$ cat config.mk
export PLATFORM = sky130hd
export DESIGN_NAME = stopwatch
export DESIGN_NICKNAME = d
export VERILOG_FILES = /design/src/rtl/stopwatch_pkg.sv /design/src/rtl/sseg_decoder.sv /design/src/rtl/stopwatch.sv
export SDC_FILE = /design/constraint.sdc
export NUM_CORES = 1
export LEC_CHECK = 0
export ABC_AREA = 1
export CAP_MARGIN = 10
export CORE_UTILIZATION = 60
export CTS_BUF_LIST = sky130_fd_sc_hd__clkbuf_8
export CTS_CLUSTER_SIZE = 28
export DETAILED_ROUTE_END_ITERATION = 8
export PLACE_DENSITY = 0.94
export SLEW_MARGIN = 5
export SYNTH_ARGS = -nofsm -noshare
export SYNTH_HDL_FRONTEND = slang
export SYNTH_SLANG_ARGS = --single-unit
$ cat constraint.sdc
create_clock -name clk -period 2.6 [get_ports clk]
set_input_delay 0.26 -clock clk [delete_from_list [all_inputs] [get_ports clk]]
set_output_delay 0.26 -clock clk [all_outputs]
set_load 0.02 [all_outputs]
$ cat src/rtl/stopwatch_pkg.sv
// Shared constants for the stopwatch: the active-low seven-segment code
// table, the blank code, the BCD digit limits and the digit-select names.
package stopwatch_pkg;

    localparam int NUM_SEG_CODES = 10;

    // Segment order is {g,f,e,d,c,b,a}; a 0 lights the segment.
    localparam logic [6:0] SSEG_TABLE [NUM_SEG_CODES] = '{
        7'b1000000,  // 0
        7'b1111001,  // 1
        7'b0100100,  // 2
        7'b0110000,  // 3
        7'b0011001,  // 4
        7'b0010010,  // 5
        7'b0000010,  // 6
        7'b1111000,  // 7
        7'b0000000,  // 8
        7'b0010000   // 9
    };

    localparam logic [6:0] SSEG_BLANK = 7'b1111111;

    // Rollover points: tenths, seconds-units and minutes wrap after 9,
    // seconds-tens wraps after 5.
    localparam logic [3:0] DIGIT_MAX_NINE = 4'd9;
    localparam logic [3:0] DIGIT_MAX_FIVE = 4'd5;

    // Digit selected by the two MSBs of the refresh counter.
    typedef enum logic [1:0] {
        SEL_TENTHS  = 2'd0,
        SEL_SECONDS = 2'd1,
        SEL_TENS    = 2'd2,
        SEL_MINUTES = 2'd3
    } digit_sel_t;

endpackage

$ cat src/rtl/sseg_decoder.sv
// BCD digit to active-low seven-segment pattern; codes 10-15 are blanked.
module sseg_decoder
    import stopwatch_pkg::*;
(
    input  logic [3:0] bcd,
    output logic [6:0] seg
);

    // Table lookup for legal digits, all segments dark otherwise.
    always_comb begin
        seg = SSEG_BLANK;
        if (bcd <= DIGIT_MAX_NINE) begin
            seg = SSEG_TABLE[bcd];
        end
    end

endmodule

$ cat src/rtl/stopwatch.sv
// Four-digit M:SS.t stopwatch: a divider produces 0.1 s ticks that drive a
// BCD counter chain, and a refresh counter time-multiplexes the digits onto
// one seven-segment display.
module stopwatch
    import stopwatch_pkg::*;
#(
    parameter int TICK_DIV     = 10_000_000,
    parameter int REFRESH_BITS = 18
) (
    input  logic       clk,
    input  logic       rst_n,
    input  logic       go,
    input  logic       clr,
    output logic [3:0] d3,
    output logic [3:0] d2,
    output logic [3:0] d1,
    output logic [3:0] d0,
    output logic [3:0] an,
    output logic [6:0] sseg,
    output logic       dp
);

    localparam int              TICK_W    = (TICK_DIV > 1) ? $clog2(TICK_DIV) : 1;
    localparam logic [TICK_W-1:0] TICK_LAST = TICK_W'(TICK_DIV - 1);

    logic [1:0]              rst_sync;
    logic                    run_ok;
    logic [TICK_W-1:0]       tick_cnt;
    logic                    tick;
    logic [REFRESH_BITS-1:0] refresh;
    digit_sel_t              sel;
    logic [3:0]              digit;

    // Reset asserts immediately but releases through two flops so every
    // counter starts advancing on the same, metastability-free edge.
    always_ff @(posedge clk or negedge rst_n) begin
        if (!rst_n) begin
            rst_sync <= 2'b00;
        end else begin
            rst_sync <= {rst_sync[0], 1'b1};
        end
    end

    assign run_ok = rst_sync[1];

    // Tick fires on the last divider count while running; clear wins.
    assign tick = run_ok && go && !clr && (tick_cnt == TICK_LAST);

    // Divider: counts while go is high, holds while low, zeroed by clear.
    always_ff @(posedge clk or negedge rst_n) begin
        if (!rst_n) begin
            tick_cnt <= '0;
        end else if (run_ok) begin
            if (clr) begin
                tick_cnt <= '0;
            end else if (go) begin
                tick_cnt <= (tick_cnt == TICK_LAST) ? '0 : tick_cnt + TICK_W'(1);
            end
        end
    end

    // BCD chain: every carry resolves on the tick edge; 9:59.9 wraps to 0:00.0.
    always_ff @(posedge clk or negedge rst_n) begin
        if (!rst_n) begin
            d0 <= 4'd0;
            d1 <= 4'd0;
            d2 <= 4'd0;
            d3 <= 4'd0;
        end else if (run_ok) begin
            if (clr) begin
                d0 <= 4'd0;
                d1 <= 4'd0;
                d2 <= 4'd0;
                d3 <= 4'd0;
            end else if (tick) begin
                if (d0 != DIGIT_MAX_NINE) begin
                    d0 <= d0 + 4'd1;
                end else begin
                    d0 <= 4'd0;
                    if (d1 != DIGIT_MAX_NINE) begin
                        d1 <= d1 + 4'd1;
                    end else begin
                        d1 <= 4'd0;
                        if (d2 != DIGIT_MAX_FIVE) begin
                            d2 <= d2 + 4'd1;
                        end else begin
                            d2 <= 4'd0;
                            d3 <= (d3 != DIGIT_MAX_NINE) ? d3 + 4'd1 : 4'd0;
                        end
                    end
                end
            end
        end
    end

    // Free-running refresh counter; unaffected by go and clr.
    always_ff @(posedge clk or negedge rst_n) begin
        if (!rst_n) begin
            refresh <= '0;
        end else if (run_ok) begin
            refresh <= refresh + REFRESH_BITS'(1);
        end
    end

    assign sel = digit_sel_t'(refresh[REFRESH_BITS-1 -: 2]);

    // Digit multiplexer: one anode low at a time, decimal points after the
    // minutes and seconds-units digits.
    always_comb begin
        an    = 4'b1110;
        digit = d0;
        dp    = 1'b1;
        case (sel)
            SEL_TENTHS: begin
                an    = 4'b1110;
                digit = d0;
                dp    = 1'b1;
            end
            SEL_SECONDS: begin
                an    = 4'b1101;
                digit = d1;
                dp    = 1'b0;
            end
            SEL_TENS: begin
                an    = 4'b1011;
                digit = d2;
                dp    = 1'b1;
            end
            SEL_MINUTES: begin
                an    = 4'b0111;
                digit = d3;
                dp    = 1'b0;
            end
            default: begin
                an    = 4'b1110;
                digit = d0;
                dp    = 1'b1;
            end
        endcase
    end

    sseg_decoder u_sseg_decoder (
        .bcd (digit),
        .seg (sseg)
    );

endmodule

# Word-level counts from Yosys, hierarchy flattened
# Memory sizes are Yosys's and may differ from the RTL's.
# Cells that the tools add are included.
# classes
addsub	6
n_lt_le_gt_ge	2
eq_ne	11
n_mux	27
bitwise	1
reduce_logical	14
# ops
op	n
2-to-1 mux 24 bit	3
2-to-1 mux 4 bit	18
one-hot mux 4 bit (4 select lines)	2
adder 24 x 1 -> 24 bit, second input constant	1
== test 24 bit, second input constant	1
2-to-1 mux 7 bit	3
adder 18 x 1 -> 18 bit, second input constant	1
adder 4 x 1 -> 4 bit, second input constant	4
inequality test 4 bit, second input constant	3
inequality test 2 bit, second input constant	3
>= comparator 5 bit, second input constant	1
NOT 4 -> 5 bit	1
AND reduction 5 bit	1
== test 2 bit, second input constant	2
less-or-equal comparator 4 bit, second input constant	1
inequality test 4 x 3 -> 1 bit, second input constant	1
AND reduction 2 bit	2
AND reduction 4 bit	1
nonzero test 2 bit	2
OR reduction 2 bit	2
logical AND 1 bit	3
AND reduction 3 bit	1
== test 2 x 1 -> 1 bit, second input constant	1
zero test 2 bit	1
other kinds (2)	2
# totals
reg_bits	60
rom_bits	112
inputBits	4
output_inout_bits	28
elab_cells	69
mem_count	1
# memory_table
name	depth	word_bits	rd	rd_clocked_by_memory_dff	write_ports	line_no	source
(no name shown)	16	7	1	0	0	sseg_decoder.sv:13	seg = SSEG_TABLE[bcd];

# Depth between registers and ports, before layout
# Gate-level depths: netlist (run 1).
# logic_depth
depth_word	7
depth_mapped	12
ltp_nobuf	11

# Hierarchy
# Synthesis (run 1) repeated with hierarchy kept, for this count alone.
# hier_totals
cells_unflattened	487
area_unflattened_um2	3762.4
# modules_own_cells
mod	n_inst	cells_per_inst	area_per_inst_um2	seq_area_each_um2
stopwatch	1	456	3565.9	1501.4
sseg_decoder	1	31	196.4	0.0

# Worst setup path after synthesis (run 1)
# No wires, ideal clock.
# synth_timing
kind	reg-to-output
from	reg refresh[16]
to	out sseg[4]
t_arrival_ns	2.128
required_ns	2.340
path_slack_ns	0.212
stages_incl_launch_ff	12
path_buffers	1
path_cell_list	dfrtp_1 -> buf_4 -> inv_2 -> nand2_1 -> o22ai_1 -> nor2_1 -> a21oi_1 -> inv_1 -> ha_1 -> o21ai_2 -> nand3_2 -> nand3_1
# synth_via
elab_chain_len	7
elab_cells_between_ends	11
classes_between	1 x order compare; 3 x eq/ne; 4 x mux; 1 x bitwise; 1 x reduce/logical; 1 x memory
# synth_rtl
item	line_no	source
start: declaration	stopwatch.sv:30	logic [REFRESH_BITS-1:0] refresh;
start signal: assignment	stopwatch.sv:101	refresh <= refresh + REFRESH_BITS'(1);
== test 2 bit (tied with other cells)	stopwatch.sv:113	case (sel)
one-hot mux 4 bit (4 select lines) *	stopwatch.sv:113	
NOT 4 -> 5 bit (not written as such)	sseg_decoder.sv:13	
memory (16 x 7 bit)	-	
2-to-1 mux 7 bit (not written as such) (2 in series)	sseg_decoder.sv:13	
2-to-1 mux 7 bit *	sseg_decoder.sv:12	if (bcd <= DIGIT_MAX_NINE) begin
end: declaration	stopwatch.sv:19	output logic [6:0] sseg,
# Every way passes the cells marked *; elsewhere a longest branch is shown, timed or not. The select of a mux whose other input is x is not followed.

# Final worst setup path (run 1)
# layout_timing
from	reg refresh[17]
to	out sseg[2]
# The elaborated chain is that of the path after synthesis.

==> results of run 1 <==
worst max-delay path: stages (launching register included):
cell and delay, ps:
dfrtp_1 460, inv_2 110, nand2_1 120, inv_2 120, nand2_1 90, nand3_2 120, inv_2 70, ha_1 230
o21ai_2 190, nand3_2 160, nand2_1 110, buf_2 170
final timing paths:
kind | slack (ps) | from | to
min | 60 | rst_n | tick_cnt[22]
min in group clk | 360 | rst_sync[0] | rst_sync[1]
max in group asynchronous | 2020 | rst_n | refresh[16]
min reg2reg | 360 | rst_sync[0] | rst_sync[1]
max | 40 | refresh[17] | sseg[2]
max reg2reg | 760 | tick_cnt[0] | d3[1]
metal layers:
layer | global-route usage, % | part of all wire, %
met5 | 0 | 0
met4 | 18.8 | 3.6
met3 | 6.00 | 8.2
met2 | 49.3 | 48
met1 | 37.8 | 41
power by group:
group / switching [W] / internal, W
clock: 0.000360 / 0.000382
sequential: 0.0000821 / 0.00101
combinational: 0.000220 / 0.000155
total: 0.000662 / 0.00155
Yosys cell counts, drive strengths merged:
library cell / count
o21ai: 38
o21bai: 2
a21oi: 7
o211ai: 5
a22o: 1
nand2: 138
ha: 17
conb: 1
o22ai: 3
clkinv: 2
nand3: 46
xnor2: 7
o21a: 1
xor2: 17
dfrtp: 60
buf: 6
clkbuf: 1
inv: 57
nand4: 18
nand3b: 2
or2: 9
nor3: 7
nor2: 44
nor4: 1
registers in the layout, summed over array words and instances (netlist names):
name      cells
tick_cnt     24
refresh      18
d0            4
d1            4
d2            4
d3            4
rst_sync      2
area by class of cell:
cell class | count | area (µm²)
clock buffer | 11 | 151
clock inverter | 4 | 17.5
inverter | 59 | 224
sequential | 60 | 1500
multi-input combinational | 364 | 2050
fill | 396 | 1610
timing repair buffer | 43 | 377
tap | 75 | 93.8
through the flow:
stage          utilization (%)  hold WS, ps
3_3_place_gp              70.1          334
6_report                  73.3         56.4
5_1_grt                   73.3          141
2_1_floorplan                -        -35.6
3_5_place_dp              70.1          344
4_1_cts                   72.6         92.5
logic make-up after synthesis:
kind of cell | count (synthesis)
and+or+nand+nor | 265
buffers and inverters | 66
DFF | 60
AOI/OAI and AO/OA | 57
xor gates and xnor gates | 24
adders and majority gates | 17
other | 1
what timing repair did:
action,in CTS,in global routing
hold buffers,0,0
pin swaps,2,1
buffers inserted,2,0
gates resized for setup,32,15
endpoints found under the setup margin,7,7
==> results.cfg, run 1 <==
[status]
status = complete, no violations

[yosys]
synth-simple-area-share_pct = 33.1
syn_area_per_cell_um2 = 7.76
synth_top_cell_by_area = dfrtp_1
synth.area.top_cells = dfrtp_1 (39%), nand2_1 (13%), ha_1 (5.6%)
syn_nets = 511
synth.top_cell.area_share_pct = 39.5
ys_types = 39
synthCells = 490
synthAdderAreaFrac_pct = 5.59
synth_mux_area_share_pct = 0
synth_compound_gate_area_share_pct = 8.88
ys_ff_latch = 60
syn_area_um2 = 3800
synth_top_family_by_area = simple AND/OR/NAND/NOR gates
synth-xor-area-share_pct = 5.53
seq_area_frac_synth_pct = 39.5
yosys_warnings = 0

[global_routing]
track_usage_pct = 30.6
grt_pass1_vias = 3483
grt_pass1_wl_um = 15300
grt.overflow.total = 0
grt_max_degree = 61
antenna_found_initial = 0

[routing]
routed_via_density = 5.91
wl_per_cell_um = 15.8
drtAntennaViolNets = 0
drt_wl_total_um = 9740
num_vias = 3640
dr.pass1.iters = 5
drtIter0Drc = 436
drc_errors = 0

[clock_network]
htreeDepth = 3
clk_pin_slew_ps = 70
cts_buffers = 9
cts_buffer_depth = 2
numClockSinks = 60
cts_tree = built
root_buffer = clkbuf_8
insertion_delay_ps = 340

[floorplanning]
core_um2 = 6030
dieArea_um2 = 6660
die_h_um = 81.6
start_util_pct = 63.1
fp-row-count = 28
pin_count = 32
die_w_um = 81.6

[sta]
slew_headroom_pct = 50.9
finClkSkew_ps = 10.7
worst-slew-pin-transition_ps = 736
worst_slack_ps = 38.0
period_share_pct = 98.5
hold_violations = 0
finalSetupViolCount = 0
maxSlewViolCount = 0
fmax_mhz = 390
tns_ps = 0
period_needed_ps = 2560

[layout]
postLayoutCellArea_um2 = 4410
drive_above_1_share_pct = 16.1
final_cells = 616
layout_commonest_cell = nand2_1
final_cell_mix = nand2_1 (131), dfrtp_1 (59), inv_1 (52)
syn_to_final_growth_pct = 16.1
final_nets = 558
diodes = 0

[placed_design]
place_inst = 599
post_dp_cell_area_um2 = 4220
gp_congestion = 0.925
post-place-ws_ps = -109
dpl.hpwl_um = 6460
numPortBuffers = 31

[power_and_ir_drop]
max-vdd-ir-drop_mv = 0.390
power_density_nw_per_um2 = 501
finalPower_w = 0.00221
leakage_nw = 2.17

[worst_setup_path]
worstPathRequired_ps = 2340
rr_worst_depth = 8
start_kind = register
critPathCaptureType = output pin
cp.arrival_ps = 2300
worstSetupPathType = register to output pin
crit_fanout = 7

[hold_path]
hp-class = input pin to async pin

[flow_run]
maxCapViolations = 0
Note: power is estimated with default switching activity, not from simulation.
==> run 2, diff against run 1 <==
- REMOVE_ABC_BUFFERS: not set -> 1
==> results.cfg, run 2 (synthesis gave the netlist of run 1 again) <==
[routing]
dr.pass1.iters = 6
drc_errors = 0
wl_per_cell_um = 14.8
drtAntennaViolNets = 0
drtIter0Drc = 303
drt_wl_total_um = 9150
num_vias = 3594
routed_via_density = 5.82

[clock_network]
cts_buffers = 9
root_buffer = clkbuf_8
insertion_delay_ps = 350
clk_pin_slew_ps = 70
cts_tree = built
numClockSinks = 60
cts_buffer_depth = 2
htreeDepth = 3

[layout]
diodes = 0
regMostFlops = tick_cnt
regArea_um2 = 1500
nFillCells = 426
multi_input_area_um2 = 2040
syn_to_final_growth_pct = 15.8
layout_commonest_cell = nand2_1
final_cell_mix = nand2_1 (132), dfrtp_1 (58), inv_1 (56)
final_nets = 558
largest_reg_flops = 24
top_regs = tick_cnt: 24 flops, refresh: 18 flops
drive_above_1_share_pct = 15.1

[floorplanning]
core_um2 = 6030
dieArea_um2 = 6660
fp-row-count = 28
start_util_pct = 63.1
die_w_um = 81.6
pin_count = 32
die_h_um = 81.6

[power_and_ir_drop]
power_density_nw_per_um2 = 516
leakage_nw = 2.16
finalPower_w = 0.00227
max-vdd-ir-drop_mv = 0.416

[global_routing]
grt.overflow.total = 0
track_usage_pct = 30.0
grt_max_degree = 41
antenna_found_initial = 0
grt_pass1_wl_um = 15000
grt_pass1_vias = 3378

[worst_setup_path]
start_kind = register
cp.arrival_ps = 2310
worstSetupPathType = register to output pin
crit_fanout = 5
critPathCaptureType = output pin
worstPathRequired_ps = 2340

[placed_design]
numPortBuffers = 31
gp_congestion = 0.920
dpl.hpwl_um = 6410

[status]
status = complete, no violations

[sta]
worst-slew-pin-transition_ps = 875
hold_violations = 0
period_needed_ps = 2570
period_share_pct = 98.9
fmax_mhz = 389
finClkSkew_ps = 7.92
slew_headroom_pct = 41.7
tns_ps = 0
maxSlewViolCount = 0
finalSetupViolCount = 0

[hold_path]
hp-class = input pin to async pin

[flow_run]
maxCapViolations = 0
-- run 2: cell types whose count changed in the layout (fill, tap and decap cells not counted), sizes merged --
cell,delta
clkbuf,-2
bufinv,+1
clkinvlp,+1
clkinv,+1
-- run 2: what timing repair did --
item	4_1_cts	5_1_grt
buffers inserted	0	1
gates resized for setup	22	12
hold buffers	0	0
hold endpoints to repair	0	0
gates cloned	0	0
endpoints found under the setup margin	7	7
-- run 2: stage by stage --
step / instance area (µm²) / std cells / setup slack [ps] / utilization [%] / hold WS [ps]
detailed placement: 4230 / 600 / 65.8 / 70.2 / 343
global placement: 4230 / 600 / 159 / 70.2 / 332
finish: 4400 / 617 / 28.3 / 73.1 / 26.4
floorplan: 3750 / 483 / 211 / - / -35.6
global route: 4400 / 617 / -183 / 73.1 / 110
CTS: 4420 / 616 / 0.504 / 73.4 / 53.1
-- run 2: path summary, 6_finish.rpt --
kind | from | endpoint | slack (ps) | cells after the start
hold reg to reg | rst_sync[0] | rst_sync[1] | 350 | 0
min in group clk | rst_sync[0] | rst_sync[1] | 350 | 0
hold / removal | rst_n | tick_cnt[15] | 30 | 1
max in group asynchronous | rst_n | refresh[17] | 1800 | 2
setup reg to reg | tick_cnt[0] | d3[1] | 720 | 8
setup / recovery | refresh[16] | sseg[3] | 30 | 11
-- run 2: area by class of cell --
| class | instances | share of cell area [%] |
|---|---|---|
| Multi-Input combinational cell | 364 | 46.3 |
| Sequential cell | 60 | 34.2 |
| Timing Repair Buffer | 43 | 8.24 |
| Inverter | 59 | 5.03 |
| Clock buffer | 9 | 2.81 |
| Tap cell | 75 | 2.13 |
| Clock inverter | 7 | 1.36 |
-- run 2: report_power, final --
group / total, W / internal, W / switching [W] / leakage, nW
combinational: 0.000363 / 0.000151 / 0.000212 / 1.25
clock: 0.000808 / 0.000430 / 0.000379 / 0.101
sequential: 0.00110 / 0.00101 / 0.0000897 / 0.812
total: 0.00227 / 0.00159 / 0.000680 / 2.16
-- run 2: per-layer routing --
metal / vias to the layer above / global-route usage (%) / part of all wire, %
li1: 1690 / - / -
met1: 1706 / 35.6 / 41
met2: 163 / 49.5 / 49
met3: 35 / 7.56 / 6.5
met4: 0 / 16.8 / 3.1
met5: - / 0 / 0
-- run 2: critical path: stages (launching register included) --
cell	delay [ps]
dfrtp_2	440
inv_2	100
nand2_1	110
o21ai_0	220
inv_1	80
nand3_1	100
inv_1	100
ha_1	300
or2_1	240
nand3_1	70
nand2_1	50
buf_2	150
